--- config.mk ---
export PLATFORM = sky130hd
export DESIGN_NAME = mem_arbiter
export DESIGN_NICKNAME = d
export VERILOG_FILES = /design/src/rtl/toycpu_bus_pkg.sv /design/src/rtl/mem_arbiter_rr_pick2.sv /design/src/rtl/mem_arbiter.sv
export SDC_FILE = /design/constraint.sdc
export NUM_CORES = 1
export LEC_CHECK = 0
export CORE_MARGIN = 3
export CORE_UTILIZATION = 26
export CTS_CLUSTER_DIAMETER = 200
export DETAILED_ROUTE_END_ITERATION = 10
export GPL_TIMING_DRIVEN = 0
export MAX_ROUTING_LAYER = met4
export PLACE_DENSITY = 0.88
export SLEW_MARGIN = 10
export SYNTH_ARGS = -nofsm -noshare
export SYNTH_HDL_FRONTEND = slang
export SYNTH_SLANG_ARGS = --single-unit
--- constraint.sdc ---
create_clock -name clk -period 2.55 [get_ports clk]
set_input_delay 0.255 -clock clk [delete_from_list [all_inputs] [get_ports clk]]
set_output_delay 0.255 -clock clk [all_outputs]
set_load 0.03 [all_outputs]
--- src/rtl/toycpu_bus_pkg.sv ---
// Shared definitions for the toycpu memory bus.
// Holds the default address/data widths and the arbiter FSM state encoding.
// The processor bus logic uses the same encoding.
package toycpu_bus_pkg;

    localparam int unsigned BUS_ADDR_W = 16;
    localparam int unsigned BUS_DATA_W = 16;

    typedef enum logic [1:0] {
        ST_IDLE = 2'b00,
        ST_OWN0 = 2'b01,
        ST_OWN1 = 2'b10
    } bus_state_t;

endpackage

--- src/rtl/mem_arbiter_rr_pick2.sv ---
// rr_pick2: combinational two-way round-robin picker.
//   req   in  2  request lines, bit N = requester N
//   last  in  1  index of the requester served most recently
//   pick  out 1  index of the chosen requester (meaningful only when valid)
//   valid out 1  at least one requester is asking
module rr_pick2 (
    input  logic [1:0] req,
    input  logic       last,
    output logic       pick,
    output logic       valid
);

    always_comb begin
        valid = |req;
        // On a tie the requester that was not served last wins.
        if (req == 2'b11) begin
            pick = ~last;
        end else begin
            pick = req[1];
        end
    end

endmodule

--- src/rtl/mem_arbiter.sv ---
// mem_arbiter: shares the toycpu 256x16 unified memory between requester 0
// (CPU bus) and requester 1 (program loader / debug DMA).
// Grants alternate fairly between the two requesters. A requester holding
// mN_lock keeps the bus for up to MAX_BURST back-to-back accesses.
//   clk, rst_n                     clock, asynchronous active-low reset
//   mN_req/we/lock/addr/wdata      requester N access request (N = 0, 1)
//   mN_gnt/ack/rdata               requester N grant, completion pulse, read data
//   mem_addr/wdata/we              memory bus (write on posedge clk)
//   mem_rdata                      memory combinational read data
module mem_arbiter
    import toycpu_bus_pkg::*;
#(
    parameter int unsigned ADDR_W    = toycpu_bus_pkg::BUS_ADDR_W,
    parameter int unsigned DATA_W    = toycpu_bus_pkg::BUS_DATA_W,
    parameter int unsigned MAX_BURST = 8
) (
    input  logic              clk,
    input  logic              rst_n,
    input  logic              m0_req,
    input  logic              m0_we,
    input  logic              m0_lock,
    input  logic [ADDR_W-1:0] m0_addr,
    input  logic [DATA_W-1:0] m0_wdata,
    output logic              m0_gnt,
    output logic              m0_ack,
    output logic [DATA_W-1:0] m0_rdata,
    input  logic              m1_req,
    input  logic              m1_we,
    input  logic              m1_lock,
    input  logic [ADDR_W-1:0] m1_addr,
    input  logic [DATA_W-1:0] m1_wdata,
    output logic              m1_gnt,
    output logic              m1_ack,
    output logic [DATA_W-1:0] m1_rdata,
    output logic [ADDR_W-1:0] mem_addr,
    output logic [DATA_W-1:0] mem_wdata,
    output logic              mem_we,
    input  logic [DATA_W-1:0] mem_rdata
);

    localparam int unsigned         CNT_W      = $clog2(MAX_BURST) + 1;
    localparam logic [CNT_W-1:0]    BURST_LAST = CNT_W'(MAX_BURST - 1);

    bus_state_t       state;
    logic             last;
    logic [CNT_W-1:0] burst_cnt;
    logic             gnt0_q;
    logic             gnt1_q;
    logic             pick;
    logic             pick_valid;

    rr_pick2 u_pick (
        .req   ({m1_req, m0_req}),
        .last  (last),
        .pick  (pick),
        .valid (pick_valid)
    );

    // Grants are registered alongside the state so every bus output is
    // qualified by a flop that the asynchronous reset clears immediately.
    always_ff @(posedge clk or negedge rst_n) begin
        if (!rst_n) begin
            state     <= ST_IDLE;
            last      <= 1'b1;
            burst_cnt <= '0;
            gnt0_q    <= 1'b0;
            gnt1_q    <= 1'b0;
        end else begin
            case (state)
                ST_IDLE: begin
                    burst_cnt <= '0;
                    if (pick_valid) begin
                        state  <= pick ? ST_OWN1 : ST_OWN0;
                        gnt0_q <= ~pick;
                        gnt1_q <= pick;
                    end
                end
                ST_OWN0: begin
                    if (m0_req && m0_lock && (burst_cnt < BURST_LAST)) begin
                        burst_cnt <= burst_cnt + CNT_W'(1);
                    end else begin
                        state     <= ST_IDLE;
                        last      <= 1'b0;
                        burst_cnt <= '0;
                        gnt0_q    <= 1'b0;
                    end
                end
                ST_OWN1: begin
                    if (m1_req && m1_lock && (burst_cnt < BURST_LAST)) begin
                        burst_cnt <= burst_cnt + CNT_W'(1);
                    end else begin
                        state     <= ST_IDLE;
                        last      <= 1'b1;
                        burst_cnt <= '0;
                        gnt1_q    <= 1'b0;
                    end
                end
                default: begin
                    state     <= ST_IDLE;
                    burst_cnt <= '0;
                    gnt0_q    <= 1'b0;
                    gnt1_q    <= 1'b0;
                end
            endcase
        end
    end

    always_comb begin
        m0_gnt    = gnt0_q;
        m1_gnt    = gnt1_q;
        m0_ack    = gnt0_q & m0_req;
        m1_ack    = gnt1_q & m1_req;
        m0_rdata  = m0_ack ? mem_rdata : '0;
        m1_rdata  = m1_ack ? mem_rdata : '0;
        mem_addr  = '0;
        mem_wdata = '0;
        mem_we    = 1'b0;
        if (gnt0_q) begin
            mem_addr  = m0_addr;
            mem_wdata = m0_wdata;
            mem_we    = m0_req & m0_we;
        end else if (gnt1_q) begin
            mem_addr  = m1_addr;
            mem_wdata = m1_wdata;
            mem_we    = m1_req & m1_we;
        end
    end

endmodule
**Word-level counts from Yosys, hierarchy flattened**

Index checks and enable logic that the tools add are counted.

- Memories: 0
- Output and inout bits: 69
- Register bits: 9
- Bits in writable memories: 0
- Bits in latches: 0
- Input port bits: 88
- Word-level logic and storage cells: 57
- Memory bits (read-only): 0

- Shift operators: 0
- Reductions and logical operators: 11
- $lt $le $gt $ge: 1
- Bitwise operators: 8
- Multipliers: 0
- Add/sub/neg operators: 1
- Eq/ne operators: 6
- Div/mod/pow operators: 0
- Multiplexer cells: 25

Operator list:

| cell | number |
|---|---|
| two-way mux 16 bit | 6 |
| AND reduction 3 bit | 4 |
| two-way mux 1 bit | 8 |
| two-way mux 2 bit | 4 |
| two-way mux 4 bit | 2 |
| case mux 4 bit (2 select lines) | 1 |
| inequality test 2 bit (second input constant) | 3 |
| case mux 1 bit (3 select lines) | 2 |
| case mux 2 bit (3 select lines) | 1 |
| adder 4 x 1 -> 4 bit (second input constant) | 1 |
| bitwise AND 1 bit | 4 |
| == test 2 bit (second input constant) | 2 |
| logical AND 1 bit | 4 |
| < comparator 4 x 3 -> 1 bit (second input constant) | 1 |
| NOT 1 bit | 4 |
| == test 2 x 1 -> 1 bit (second input constant) | 1 |
| zero test 2 bit | 1 |
| case mux 1 bit (2 select lines) | 1 |
| nonzero test 2 bit | 1 |
| OR reduction 2 bit | 1 |

**Depth between registers and ports, before layout**

Gate-level depths: netlist (run 1).

- Depth in word-level cells: 5
- Mapped depth: 6
- Mapped depth without buffers: 6

**Hierarchy**

A second synthesis (run 1) with hierarchy kept.

- Cells, all modules: 134
- Area total of the unflattened synthesis: 1076.0 sq um

Modules (own cells, without submodules):

| module | cells an instance | area each (sq um) | instances |
|---|---|---|---|
| mem_arbiter | 132 | 1062.3 | 1 |
| rr_pick2 | 2 | 13.8 | 1 |

**Least setup slack after synthesis (run 1)**

No wires, ideal clock.

- Path kind: register -> output
- From: reg gnt0_q (netlist: m0_gnt)
- To: out mem_addr[14]
- Setup slack: 0.759 ns
- Data arrival time: 1.536 ns
- Stages on the path, launching flop included: 4
- Buffers on the path: 2
- Cell sequence: dfrtp_1 -> clkbuf_1 -> clkbuf_1 -> o21ai_0

- Word-level cells in the longest chain between the ends: 1

RTL lines:

| what | line | RTL |
|---|---|---|
| start, declared | mem_arbiter.sv:47 | `logic gnt0_q;` |
| start signal, assigned | mem_arbiter.sv:74 | `gnt0_q <= ~pick;` |
| two-way mux 16 bit | mem_arbiter.sv:118 | `if (gnt0_q) begin` |
| end, declared | mem_arbiter.sv:35 | `output logic [ADDR_W-1:0] mem_addr,` |

Every way passes these cells.

**Worst setup path in the final report (run 1)**

- From: in m0_req
- To: out m0_rdata[11]

- Word-level cells in the longest chain between the ends: 2

RTL lines:

| what | line | RTL |
|---|---|---|
| start, declared | mem_arbiter.sv:19 | `input logic m0_req,` |
| bitwise AND 1 bit | mem_arbiter.sv:111 | `m0_ack = gnt0_q & m0_req;` |
| two-way mux 16 bit | mem_arbiter.sv:113 | `m0_rdata = m0_ack ? mem_rdata : '0;` |
| end, declared | mem_arbiter.sv:26 | `output logic [DATA_W-1:0] m0_rdata,` |

Every way passes these cells.

==> metrics.md, run 1 <==
| Metric | Value |
|---|---|
| Status | `complete, no violations` |
| Ports | `between 150 and 200` |
| H-tree depth | `1` |
| Slew headroom | `between 70 and 80%` |
| CP max-delay cell | `clkdlybuf4s50_1` |
| Synth Area in XOR/XNOR | `1.61%` |
| Req. time, crit path | `2.30 ns` |
| Core Box Area | `0.00383 mm^2` |
| PnR Total Power | `approximately 0.0025 W` |
| RePlAce Congestion | `about 0.85` |
| Crit share post-route | `between 90% and 100%` |
| Synthesized area | `around 0.0011 mm^2` |
| Setup_tns | `0 ns` |
| Share of cells above drive strength 1 | `under 10%` |
| DR pass1 iterations | `4` |
| Yosys top cell by area | `a22o_1` |
| Compound-Gate Fraction of Synth Area | `33.7%` |
| CTS Buf Count | `3` |
| Syn_area_per_cell | `~8.3 um^2` |
| Leakage power | `around 1.2 nW` |
| Fmax | `~420 MHz` |
| Distinct cells, synth | `30` |
| CTS tree | `yes` |
| Final worst setup slack | `0.153 ns` |
| Endpoints failing hold | `0` |
| Initial Util | `approximately 28%` |
| Slew Viols, Final | `0` |
| Crit path time final | `around 2.4 ns` |
| Fillers | `307` |
| Clock Sinks | `9` |
| CP Buf/Inv Count | `4` |
| CP Launch Point | `m0_req` |
| Setup crit end kind | `primary output` |
| WS Path Type | `primary input to primary output` |
| Multi-input gate area in the final layout | `approximately 760 um^2` |
| Area contributors post-synth | `a22o_1, and3_1, dfrtp_1` |
| RSZ-0062 raised after global routing | `no` |
| Post-CTS Resized | `0` |
| Pre-CTS setup slack | `between 0.15 and 0.2 ns` |
| Hold Crit Class | `primary input to async pin` |
| Die Height | `70.6 um` |
| CP dominant cell by count | `clkdlybuf4s50_1` |
| Clock transition at path regs | `approximately 0.040 ns` |
| Reg-to-Reg Start | `state[0]` |
| PortBufs | `156` |
| Die area | `between 0.004 and 0.005 mm^2` |
| Net Count, Synth | `223` |
| Largest family of logic cells by synthesized area | `compound AO/OA/AOI/OAI gates` |
| Crit path launch type | `primary input` |
| Area Overhead vs Synth | `154%` |
| Clock root cell | `clkbuf_8` |
| # diodes | `0` |
| Vias | `between 1500 and 2000` |
| Adder-cell area share of the yosys netlist | `4.61%` |
| Fin nets | `384` |
| Post-synth top area share | `about 25%` |
| Crit-path max cell delay | `slightly below 0.7 ns` |
| Pwr dens | `between 900 and 1000 mW/mm^2` |
| Final antenna-violating net count | `0` |
| Max IR drop VDD | `~0.47 mV` |
| Initial antenna violation count | `0` |
| HPWL Detailed | `around 5.0 mm` |
| Synth Register Bits | `9` |
| Worst Clk Skew | `approximately 0.0013 ns` |
| Skew-Pair Late Insertion Delay | `0.23 ns` |
| Yosys warns | `0` |
| CTS Hold Bufs | `0` |
| Post-DR wirelength/cell | `17.3 um` |
| Worst EP arrival | `approximately 2.1 ns` |
| Largest net degree at the start of global routing | `11` |
| Post-synthesis mux area share | `1.38%` |
| Die extent in x | `slightly above 70 um` |
| Wire length after detailed routing | `roughly 5.9 mm` |
| CTS Buffer Depth | `2` |
| Vias/cell | `slightly below 5` |
| Global-route wire length before repair | `around 9 mm` |
| Worst-Margin Slew | `0.432 ns` |
| Iter 0 DRT Violations | `between 60 and 70` |
| Total grt overflow | `0` |
| Cell count after synthesis | `between 100 and 150` |
| Post-CTS setup repair buffer count | `0` |
| Seq/Total Area, Yosys | `20.9%` |
| Setup violators final | `0` |
| Max Cap Violations | `0` |
| GRT Overall Usage | `a little under a quarter` |
| Vias in the first global route | `between 1500 and 2000` |
| Crit-path cells | `clkdlybuf4s50_1 > buf_2 > clkbuf_1 > and3_1 > clkdlybuf4s50_1` |
| Row count | `22` |
| Storage element area | `226 um^2` |
| Maximum fanout along the worst path | `10` |
| # DRC | `0` |
| Simple-Gate Fraction of Synth Area | `between 20% and 30%` |
| Top delay family on crit path | `buffers and inverters` |
[area by class of cell]
type / instances / share of cell area, %
Timing Repair Buffer: 156 / 56.8
Multi-Input combinational cell: 102 / 27.7
Sequential cell: 9 / 8.23
Buffer: 15 / 2.82
Tap cell: 48 / 2.18
Clock buffer: 4 / 1.64
Inverter: 5 / 0.682
[cells in the mapped netlist]
master / count
nand3_1: 1
a32o_1: 1
and3_1: 33
buf_2: 2
buf_6: 1
o21a_4: 1
inv_1: 5
ha_1: 4
o21ai_1: 1
dfrtp_1: 8
a21boi_1: 1
clkbuf_1: 9
a211oi_1: 1
and2_1: 2
nor3b_4: 1
o21ai_0: 6
xor2_1: 1
mux2_4: 1
a21oi_2: 1
xnor2_1: 1
nor2_2: 1
a22o_1: 31
dfstp_2: 1
nor2_1: 3
a211o_2: 1
and3_4: 1
and3_2: 1
buf_4: 3
nor2b_1: 2
nand2_1: 6
[per-layer routing]
metal	part of all wire, %	track usage [%]	vias to the layer above
li1	-	-	819
met3	6.4	4.69	6
met4	0.82	2.71	0
met1	39	26.6	778
met5	0	-	-
met2	53	42.3	63
[state kept, by name, indices dropped and copies added, names as in the netlist]
name       count
state          2
burst_cnt      4
last           1
m0_gnt         1
m1_gnt         1
[through the flow]
stage | std cells | cell area [um^2] | hold slack [ns] | utilization, %
after CTS | 339 | 2750 | 0.323 | 71.9
after detailed placement | 335 | 2710 | 0.465 | 70.7
after floorplan | 131 | 1080 | -0.0406 | -
final | 339 | 2750 | 0.314 | 71.9
after global placement | 335 | 2710 | 0.446 | 70.7
after global routing | 339 | 2750 | 0.340 | 71.9
[logic make-up (layout without fill, tap and decap cells)]
| logic type | Yosys count | in the layout |
|---|---|---|
| mux | 1 | 1 |
| compound gates | 44 | 44 |
| simple gates | 51 | 51 |
| fa+ha+maj | 4 | 4 |
| flops | 9 | 9 |
| buf+inv | 20 | 180 |
| xor+xnor | 2 | 2 |
[placed cells by master, fill, tap and decap left out, types with 2 or more instances in the layout]
master,synthesis,layout
clkbuf_8,0,3
nor2_1,3,3
buf_2,2,2
nand2_1,6,6
dfrtp_1,8,8
buf_4,3,3
and3_1,33,33
clkdlybuf4s50_1,0,156
and2_1,2,2
a22o_1,31,31
o21ai_0,6,6
clkbuf_1,9,10
nor2b_1,2,2
inv_1,5,5
ha_1,4,4
[worst paths after layout]
check / depth (start not counted) / endpoint / slack, ns
min in group clk: 1 / burst_cnt[0] / 0.46
worst min-delay path: 1 / burst_cnt[3] / 0.31
worst min register to register: 1 / burst_cnt[0] / 0.46
max in group asynchronous: 1 / last / 1.93
worst max register to register: 6 / state[0] / 0.89
worst max-delay path: 5 / m0_rdata[11] / 0.15
[power by group]
| part | switching, W | internal, W |
|---|---|---|
| logic | 0.00117 | 0.000935 |
| clock network | 0.0000507 | 0.000108 |
| registers | 0.0000254 | 0.000190 |
Note: power is estimated with default switching activity, not from simulation.
==> run 2, diff against run 1 <==
Settings changed: CORE_UTILIZATION 26 to 24, PLACE_DENSITY 0.88 to 0.82.
Clock period 2.55 ns to 2.7 ns, I/O delays scaled along.
==> metrics.md, run 2 (synthesis results as in run 1) <==
| Metric | Value |
|---|---|
| DR pass1 iterations | `4` |
| Post-CTS Resized | `0` |
| Met2 WL | `a little over 3 mm` |
| GRT Overall Usage | `between 20% and 30%` |
| Area Overhead vs Synth | `154%` |
| Vias | `approximately 1600` |
| Initial antenna violation count | `0` |
| Die area | `approximately 0.0054 mm^2` |
| Commonest cells after routing, fill and taps aside | `clkdlybuf4s50_1, and3_1, a22o_1` |
| Wire length after detailed routing | `between 5 and 6 mm` |
| Reg-to-Reg Start | `state[0]` |
| Crit path time final | `roughly 2.5 ns` |
| Vias/cell | `about 4.8` |
| Cell depth of the worst flop-to-flop path | `6` |
| Met3 routed WL | `between 400 and 500 um` |
| Worst flop-to-flop path endpoint | `state[0]` |
| Status | `complete, no violations` |
| CTS Buf Count | `3` |
| RSZ-0062 raised after global routing | `no` |
| Reg with most FFs | `burst_cnt` |
| Top flop regs | `burst_cnt x4, state x2` |
| Total grt overflow | `0` |
| Max IR drop VDD | `0.425 mV` |
| Share of cells above drive strength 1 | `~6.2%` |
| Req. time, crit path | `around 2.4 ns` |
| Final antenna-violating net count | `0` |
| WS Path Type | `flip-flop to primary output` |
| Fmax | `just over 400 MHz` |
| Global-route wire length before repair | `8.71 mm` |
| Hold Crit Class | `primary input to async pin` |
| Slew Viols, Final | `0` |
| Worst-Margin Slew | `0.455 ns` |
| Endpoints failing hold | `0` |
| FF-to-FF setup slack | `~1.1 ns` |
| Most common cell after layout, fill and taps aside | `clkdlybuf4s50_1` |
| Setup_tns | `0 ns` |
| Clock root cell | `clkbuf_8` |
| Ports | `between 150 and 200` |
| CTS Buffer Depth | `2` |
| Leakage power | `1.20 nW` |
| HPWL Detailed | `4.98 mm` |
| Largest net degree at the start of global routing | `11` |
| # diodes | `0` |
| Die Height | `73.2 um` |
| Design Area, Final | `~0.0028 mm^2` |
| RePlAce Congestion | `between 0.8 and 0.9` |
| Worst EP arrival | `about 2.2 ns` |
| Top sig layer | `met4` |
| Setup crit end kind | `primary output` |
| Slew headroom | `a little over two thirds` |
| Vias in the first global route | `1674` |
| H-tree depth | `1` |
| Pwr dens | `roughly 850 mW/mm^2` |
| Clock Sinks | `9` |
| Worst Clk Skew | `0.00314 ns` |
| Crit share post-route | `between 90% and 100%` |
| Post-CTS setup repair buffer count | `0` |
| Setup violators final | `0` |
| Crit path launch type | `flip-flop` |
| Max Cap Violations | `0` |
| Initial Util | `between 20% and 30%` |
| Fin nets | `384` |
| # DRC | `0` |
| Die extent in x | `approximately 73 um` |
| Clock transition at path regs | `around 0.05 ns` |
| Max FFs per register | `4` |
| Met1 WL | `between 2 and 2.5 mm` |
| PortBufs | `156` |
| CTS Hold Bufs | `0` |
| Maximum fanout along the worst path | `10` |
| Row count | `23` |
| Skew-Pair Late Insertion Delay | `approximately 0.23 ns` |
| Core Box Area | `0.00417 mm^2` |
| Iter 0 DRT Violations | `29` |
| CTS tree | `yes` |
| Area post-placement | `0.00271 mm^2` |
| Post-DR wirelength/cell | `~17 um` |
## run 2: through the flow
| step | hold WS (ns) | util, % | instances | worst slack, ns | total power [W] |
|---|---|---|---|---|---|
| 2_1_floorplan | -0.0256 | - | 131 | 0.894 | 0.00137 |
| 3_3_place_gp | 0.447 | 64.9 | 337 | 0.283 | 0.00218 |
| 3_5_place_dp | 0.452 | 64.9 | 337 | 0.261 | 0.00220 |
| 4_1_cts | 0.335 | 66.0 | 341 | 0.243 | 0.00237 |
| 5_1_grt | 0.351 | 66.0 | 341 | 0.121 | 0.00248 |
| 6_report | 0.332 | 66.0 | 341 | 0.249 | 0.00235 |
## run 2: cell type report
class                           count  area [um^2]
Inverter                            5         18.8
Timing Repair Buffer              156         1560
Multi-Input combinational cell    102          762
Tap cell                           50         62.6
Sequential cell                     9          226
Buffer                             15         77.6
Clock buffer                        4         45.0
Fill cell                         388         1420
## run 2: worst max-delay path by stage
| stage | from | to | slack [ns] | depth (start not counted) |
|---|---|---|---|---|
| after global routing | m0_gnt | mem_wdata[4] | 0.12 | 5 |
| after detailed placement | m0_req | m0_rdata[8] | 0.26 | 5 |
| after CTS | m0_gnt | mem_wdata[4] | 0.24 | 5 |
| after floorplan | m0_gnt | mem_addr[14] | 0.89 | 3 |
| after global placement | m0_req | m0_rdata[6] | 0.28 | 5 |
| final | m1_gnt | m1_rdata[6] | 0.25 | 4 |
## run 2: power by group
part / leakage, nW / switching, W / total, W / internal (W)
Clock: 0.0228 / 0.0000545 / 0.000157 / 0.000103
Combinational: 1.06 / 0.00111 / 0.00199 / 0.000882
Sequential: 0.118 / 0.0000254 / 0.000205 / 0.000180
## run 2: per-layer routing
layer  vias up  track usage [%]
met5         -                -
met4         0             4.30
met3        10             4.82
met2        70             38.7
met1       740             23.8
li1        818                -
## run 2: critical path: stages, from the launching register on
cell and delay [ns]:
dfrtp_1 0.35, clkbuf_1 0.33, clkbuf_1 0.36, and3_1 0.23, clkdlybuf4s50_1 0.68
